--- config.mk ---
export PLATFORM = sky130hd
export DESIGN_NAME = rr_mux_arb
export DESIGN_NICKNAME = d
export VERILOG_FILES = /design/src/rtl/rr_mux_arb_pkg.sv /design/src/rtl/rr_mux_arb_pick.sv /design/src/rtl/rr_mux_arb.sv
export SDC_FILE = /design/constraint.sdc
export NUM_CORES = 1
export LEC_CHECK = 0
export BUFFER_PORTS_ARGS = -buffer_cell sky130_fd_sc_hd__buf_2
export CORE_MARGIN = 10
export CORE_UTILIZATION = 31
export CTS_CLUSTER_DIAMETER = 60
export DETAILED_ROUTE_END_ITERATION = 10
export HOLD_SLACK_MARGIN = 0.15
export PLACE_DENSITY_LB_ADDON = 0.08
export SLEW_MARGIN = 20
export SYNTH_ARGS = -nofsm -noshare
export SYNTH_HDL_FRONTEND = slang
export SYNTH_SLANG_ARGS = --single-unit
--- constraint.sdc ---
create_clock -name clk -period 3.5 [get_ports clk]
set_input_delay 0.7 -clock clk [delete_from_list [all_inputs] [get_ports clk]]
set_output_delay 0.7 -clock clk [all_outputs]
set_load 0.02 [all_outputs]
--- src/rtl/rr_mux_arb_pkg.sv ---
// Shared definitions for the arbitrated multiplexer: default sizing,
// arbitration mode encoding and the wrapping pointer increment.
package rr_mux_arb_pkg;

    localparam int unsigned NCH_DEFAULT   = 4;
    localparam int unsigned WIDTH_DEFAULT = 8;

    // Value carried on rr_en
    typedef enum logic {
        ARB_FIXED = 1'b0,
        ARB_RR    = 1'b1
    } arb_mode_e;

    // Advance a channel index, wrapping at n-1 rather than at a power of two
    function automatic int unsigned wrap_inc(input int unsigned idx, input int unsigned n);
        return (idx + 1 >= n) ? 0 : idx + 1;
    endfunction

endpackage

--- src/rtl/rr_mux_arb_pick.sv ---
// Combinational rotate-priority picker.
// Ports:
//   req     - per-channel request vector
//   ptr     - highest-priority channel when rr_en=1
//   rr_en   - 1: search from ptr with wrap-around, 0: lowest index wins
//   gnt     - one-hot grant (zero when no request)
//   gnt_idx - index of the granted channel (0 when no request)
//   any     - at least one request is present
module rr_pick
    import rr_mux_arb_pkg::*;
#(
    parameter  int unsigned NCH  = NCH_DEFAULT,
    localparam int unsigned SELW = $clog2(NCH)
) (
    input  logic [NCH-1:0]  req,
    input  logic [SELW-1:0] ptr,
    input  logic            rr_en,
    output logic [NCH-1:0]  gnt,
    output logic [SELW-1:0] gnt_idx,
    output logic            any
);

    logic [SELW-1:0] ptr_eff_c;
    logic [NCH-1:0]  hi_mask_c;
    logic [NCH-1:0]  req_hi_c;
    logic [NCH-1:0]  pick_vec_c;

    // Requests at or above the pointer win; if none, wrap to the lowest request.
    // Fixed priority is the same search with the pointer forced to zero.
    always_comb begin
        ptr_eff_c = '0;
        if ((arb_mode_e'(rr_en) == ARB_RR) && (32'(ptr) < NCH)) begin
            ptr_eff_c = ptr;
        end
        for (int i = 0; i < NCH; i++) begin
            hi_mask_c[i] = (32'(i) >= 32'(ptr_eff_c));
        end
        req_hi_c   = req & hi_mask_c;
        pick_vec_c = (|req_hi_c) ? req_hi_c : req;
    end

    // Lowest set bit of the chosen vector
    always_comb begin
        gnt_idx = '0;
        for (int i = NCH - 1; i >= 0; i--) begin
            if (pick_vec_c[i]) begin
                gnt_idx = SELW'(i);
            end
        end
        any = |req;
        gnt = any ? (NCH'(1) << gnt_idx) : '0;
    end

endmodule

--- src/rtl/rr_mux_arb.sv ---
// NCH-input registered multiplexer with per-channel valid/ready and a
// built-in round-robin / fixed-priority arbiter. One word per clock
// throughput, one clock from input transfer to out_valid.
// Ports:
//   clk, rst_n - clock, asynchronous active-low reset
//   rr_en      - 1: round-robin, 0: fixed priority (lowest index wins)
//   in_valid   - per-channel valid
//   in_data    - packed channel data, channel i at [i*WIDTH +: WIDTH]
//   in_ready   - per-channel accept, one-hot or zero
//   out_valid  - output register holds a word
//   out_data   - registered selected data
//   out_sel    - channel that supplied out_data
//   out_ready  - consumer accepts out_data
module rr_mux_arb
    import rr_mux_arb_pkg::*;
#(
    parameter  int unsigned NCH   = NCH_DEFAULT,
    parameter  int unsigned WIDTH = WIDTH_DEFAULT,
    localparam int unsigned SELW  = $clog2(NCH)
) (
    input  logic                 clk,
    input  logic                 rst_n,
    input  logic                 rr_en,
    input  logic [NCH-1:0]       in_valid,
    input  logic [NCH*WIDTH-1:0] in_data,
    output logic [NCH-1:0]       in_ready,
    output logic                 out_valid,
    output logic [WIDTH-1:0]     out_data,
    output logic [SELW-1:0]      out_sel,
    input  logic                 out_ready
);

    logic             out_valid_q, out_valid_d;
    logic [WIDTH-1:0] out_data_q,  out_data_d;
    logic [SELW-1:0]  out_sel_q,   out_sel_d;
    logic [SELW-1:0]  ptr_q,       ptr_d;

    logic [NCH-1:0]   gnt_c;
    logic [SELW-1:0]  gnt_idx_c;
    logic             any_c;
    logic             can_load_c;
    logic             load_c;
    logic [WIDTH-1:0] gnt_data_c;

    rr_pick #(
        .NCH (NCH)
    ) u_pick (
        .req     (in_valid),
        .ptr     (ptr_q),
        .rr_en   (rr_en),
        .gnt     (gnt_c),
        .gnt_idx (gnt_idx_c),
        .any     (any_c)
    );

    // Output stage is empty or draining; reset also blocks acceptance
    always_comb begin
        can_load_c = (!out_valid_q || out_ready) && rst_n;
        load_c     = any_c && can_load_c;
        in_ready   = can_load_c ? gnt_c : '0;
    end

    // One-hot AND-OR data select, so non-granted data cannot leak through
    always_comb begin
        gnt_data_c = '0;
        for (int i = 0; i < NCH; i++) begin
            gnt_data_c = gnt_data_c | (in_data[i*WIDTH +: WIDTH] & {WIDTH{gnt_c[i]}});
        end
    end

    // Next state of output register and priority pointer
    always_comb begin
        out_valid_d = out_valid_q;
        out_data_d  = out_data_q;
        out_sel_d   = out_sel_q;
        ptr_d       = ptr_q;
        if (load_c) begin
            out_valid_d = 1'b1;
            out_data_d  = gnt_data_c;
            out_sel_d   = gnt_idx_c;
            if (arb_mode_e'(rr_en) == ARB_RR) begin
                ptr_d = SELW'(wrap_inc(32'(gnt_idx_c), NCH));
            end
        end else if (out_ready) begin
            out_valid_d = 1'b0;
        end
    end

    // State register
    always_ff @(posedge clk or negedge rst_n) begin
        if (!rst_n) begin
            out_valid_q <= 1'b0;
            out_data_q  <= '0;
            out_sel_q   <= '0;
            ptr_q       <= '0;
        end else begin
            out_valid_q <= out_valid_d;
            out_data_q  <= out_data_d;
            out_sel_q   <= out_sel_d;
            ptr_q       <= ptr_d;
        end
    end

    assign out_valid = out_valid_q;
    assign out_data  = out_data_q;
    assign out_sel   = out_sel_q;

endmodule

==> reports/metrics.cfg <==
[run_status]
status=completed

[route]
drc=0
drt_iter0_drc=41
post_drt_wl_per_cell_um=16.2
drt_wl_total_um=2870
ant_nets=0
num_vias=920
viasPerCell=5.20
dr.pass1.iters=4

[setup_path]
cp_slowest_stage_delay_ns=0.36
reg2regPathDepth=8
worstSetupEndpointType=primary output
worstPathRequired_ns=2.80
r2r-start=ptr_q[0]
crit_chain=buf_2 > and3b_1 > o31ai_2 > o221ai_2 > inv_1 > ha_1 > inv_1 > nor2_1 > buf_2
path_class=in2out
crit_family=buffers and inverters
cp_max_fo=9
r2r_slack_ns=1.19
rr_endpoint=out_data[4]
startpoint_type=primary input
critPathBufInv=4
cp_data_arrival_time_ns=2.27
crit_slowest_cell=ha_1

[synthesis]
synth.top_cell.area_share=0.372
yosys_register_bits=13
synthTopCellsByCount=dfrtp_1 (13), nand2_1 (11), a221oi_1 (8), a22o_1 (8), o31ai_1 (8)
syn-num-nets=137
synthArstFlopShare=1.00
synth_cell_types=27
postSynthCellCount=93
syn_area_um2=873
netlist.top_cell.by_area=dfrtp_1
synth_edf_count=0
yosysWarnings=0
syn_area_per_cell_um2=9.39
synth_ff_type=dfrtp_1
post-synth-top-count-cell=dfrtp_1
yosys-top-cells-area=dfrtp_1 (37%), a221oi_1 (8.0%), a22o_1 (8.0%)
ys_seq_area_frac=0.372

[die]
die_area_mm2=0.00534
die_h_um=73.1
initial_core_util=0.319
pin_count=55
core_mm2=0.00273
die_width_um=73.1
rows=19

[timing]
slew_headroom=0.750
hold_viol=0
period_minus_slack_ns=2.97
setup-tns-final_ns=0
clock.fmax_mhz=337
post-route-period-util=0.848
finalSetupViolCount=0
slew_violations=0
worst_pin_slew_ns=0.375
fin_skew_ns=0.00408
rsz0062_at_grt=false

[final_layout]
syn_to_final_growth_pct=37.4
multi_input_area_um2=498
drive_gt1_frac=0.438
diodes=0
fillers=282
fin_nets=191
seq_area_um2=325
fin_area_mm2=0.00120
fin_util=0.439

[power]
pwr-share-clk=0.152
p_int_mw=0.370
power_frac_seq=0.358
p_per_area_mw_per_mm2=526
ir_drop_v=0.000240
swShare=0.413
p_switching_mw=0.260
leakage_nw=0.606
comb_power_share=0.491

[grt]
grt_pass1_vias=958
track_usage=0.103
grt_max_degree=17
grt_overflow=0
grt_pass1_wl_um=4460
antenna_found_initial=0

[place]
postPlaceCellArea_mm2=0.00117
place_congestion=0.759
portBuffers=54
dpl.hpwl_um=2360

[clock_tree]
hold_buffers=0
ctsHtreeMaxLevel=1
clockBufferDepth=2
cts-root-buf=clkbuf_4
cts_resized=0
clkSlewWorstSetupHoldPaths_ns=0.09
post_cts_buffers=0
clock-sinks=13
clk_latency_ns=0.27
cts_tree=done
numCtsBuffers=3

[hold_path]
hold_path.class=in2async

[job]
drv_cap=0

[area by class of cell]
cell class,instances,share of cell area
Inverter,7,0.0219
Sequential cell,13,0.271
Clock buffer,4,0.0219
Timing Repair Buffer,56,0.238
Tap cell,31,0.0323
Multi-Input combinational cell,66,0.415
[cells by family (layout without fill, tap and decap cells)]
kind of cell    count (synthesis)  count (layout)  share of synthesized area
compound gates                 35              35                      0.334
fa+ha+maj                       4               4                     0.0573
buf+inv                        14              67                     0.0645
flops                          13              13                      0.372
mux                             3               3                     0.0387
simple gates                   24              24                      0.133
[power groups by stage]
stage | clock network, mW | registers, mW | logic (mW)
floorplan | 0 | 0.273 | 0.161
global placement | 0 | 0.229 | 0.312
detailed placement | 0 | 0.229 | 0.314
CTS | 0.104 | 0.226 | 0.315
global route | 0.109 | 0.233 | 0.346
finish | 0.0956 | 0.226 | 0.309
[how the worst max path moves through the flow]
stage / slack [ns] / start / depth (start not counted) / endpoint
detailed placement: 0.51 / in_valid[3] / 9 / in_ready[3]
global placement: 0.55 / rr_en / 8 / in_ready[2]
CTS: 0.51 / in_valid[3] / 9 / in_ready[3]
finish: 0.53 / in_valid[3] / 9 / in_ready[3]
floorplan: 0.72 / in_valid[3] / 8 / in_ready[3]
global route: 0.32 / in_valid[3] / 9 / in_ready[1]
[placed cells by master (no fill, tap or decap), drive strengths merged]
cell / count
nand4b: 1
mux2: 3
o32ai: 1
dfrtp: 13
a22o: 8
a21boi: 1
o21a: 1
clkbuf: 4
nor2: 5
a211oi: 1
a21oi: 1
nand3b: 1
a221oi: 8
nand2: 11
o31ai: 9
ha: 4
buf: 56
o221ai: 1
nand2b: 2
o21ai: 4
nor2b: 2
inv: 7
nor4: 1
and3b: 1
[sequential cells by signal, summed over array words and instances (netlist names)]
name       flops
out_data       8
out_sel        2
ptr_q          2
out_valid      1
[worst reg2reg max path: stages (launching register included)]
cell	delay, ns
dfrtp_1	0.45
nor2b_1	0.16
o21a_1	0.17
o32ai_2	0.33
inv_1	0.12
ha_1	0.34
a22o_1	0.26
a221oi_1	0.25
o31ai_1	0.10
[stage by stage]
step	worst slack, ns	hold WS (ns)	instances	power, mW
after CTS	0.514	0.324	177	0.645
final	0.531	0.325	177	0.631
after global routing	0.321	0.321	177	0.688
after global placement	0.550	0.454	173	0.541
after floorplan	0.719	0.404	93	0.433
after detailed placement	0.512	0.461	173	0.543
[per-layer routing]
metal,share of wire,GRT usage,up-vias
met4,0.0091,0.0316,0
met3,0.10,0.0435,2
met1,0.40,0.119,426
met2,0.49,0.169,31
li1,-,-,461
met5,0,0,-
Power figures use the tool's default switching activity.
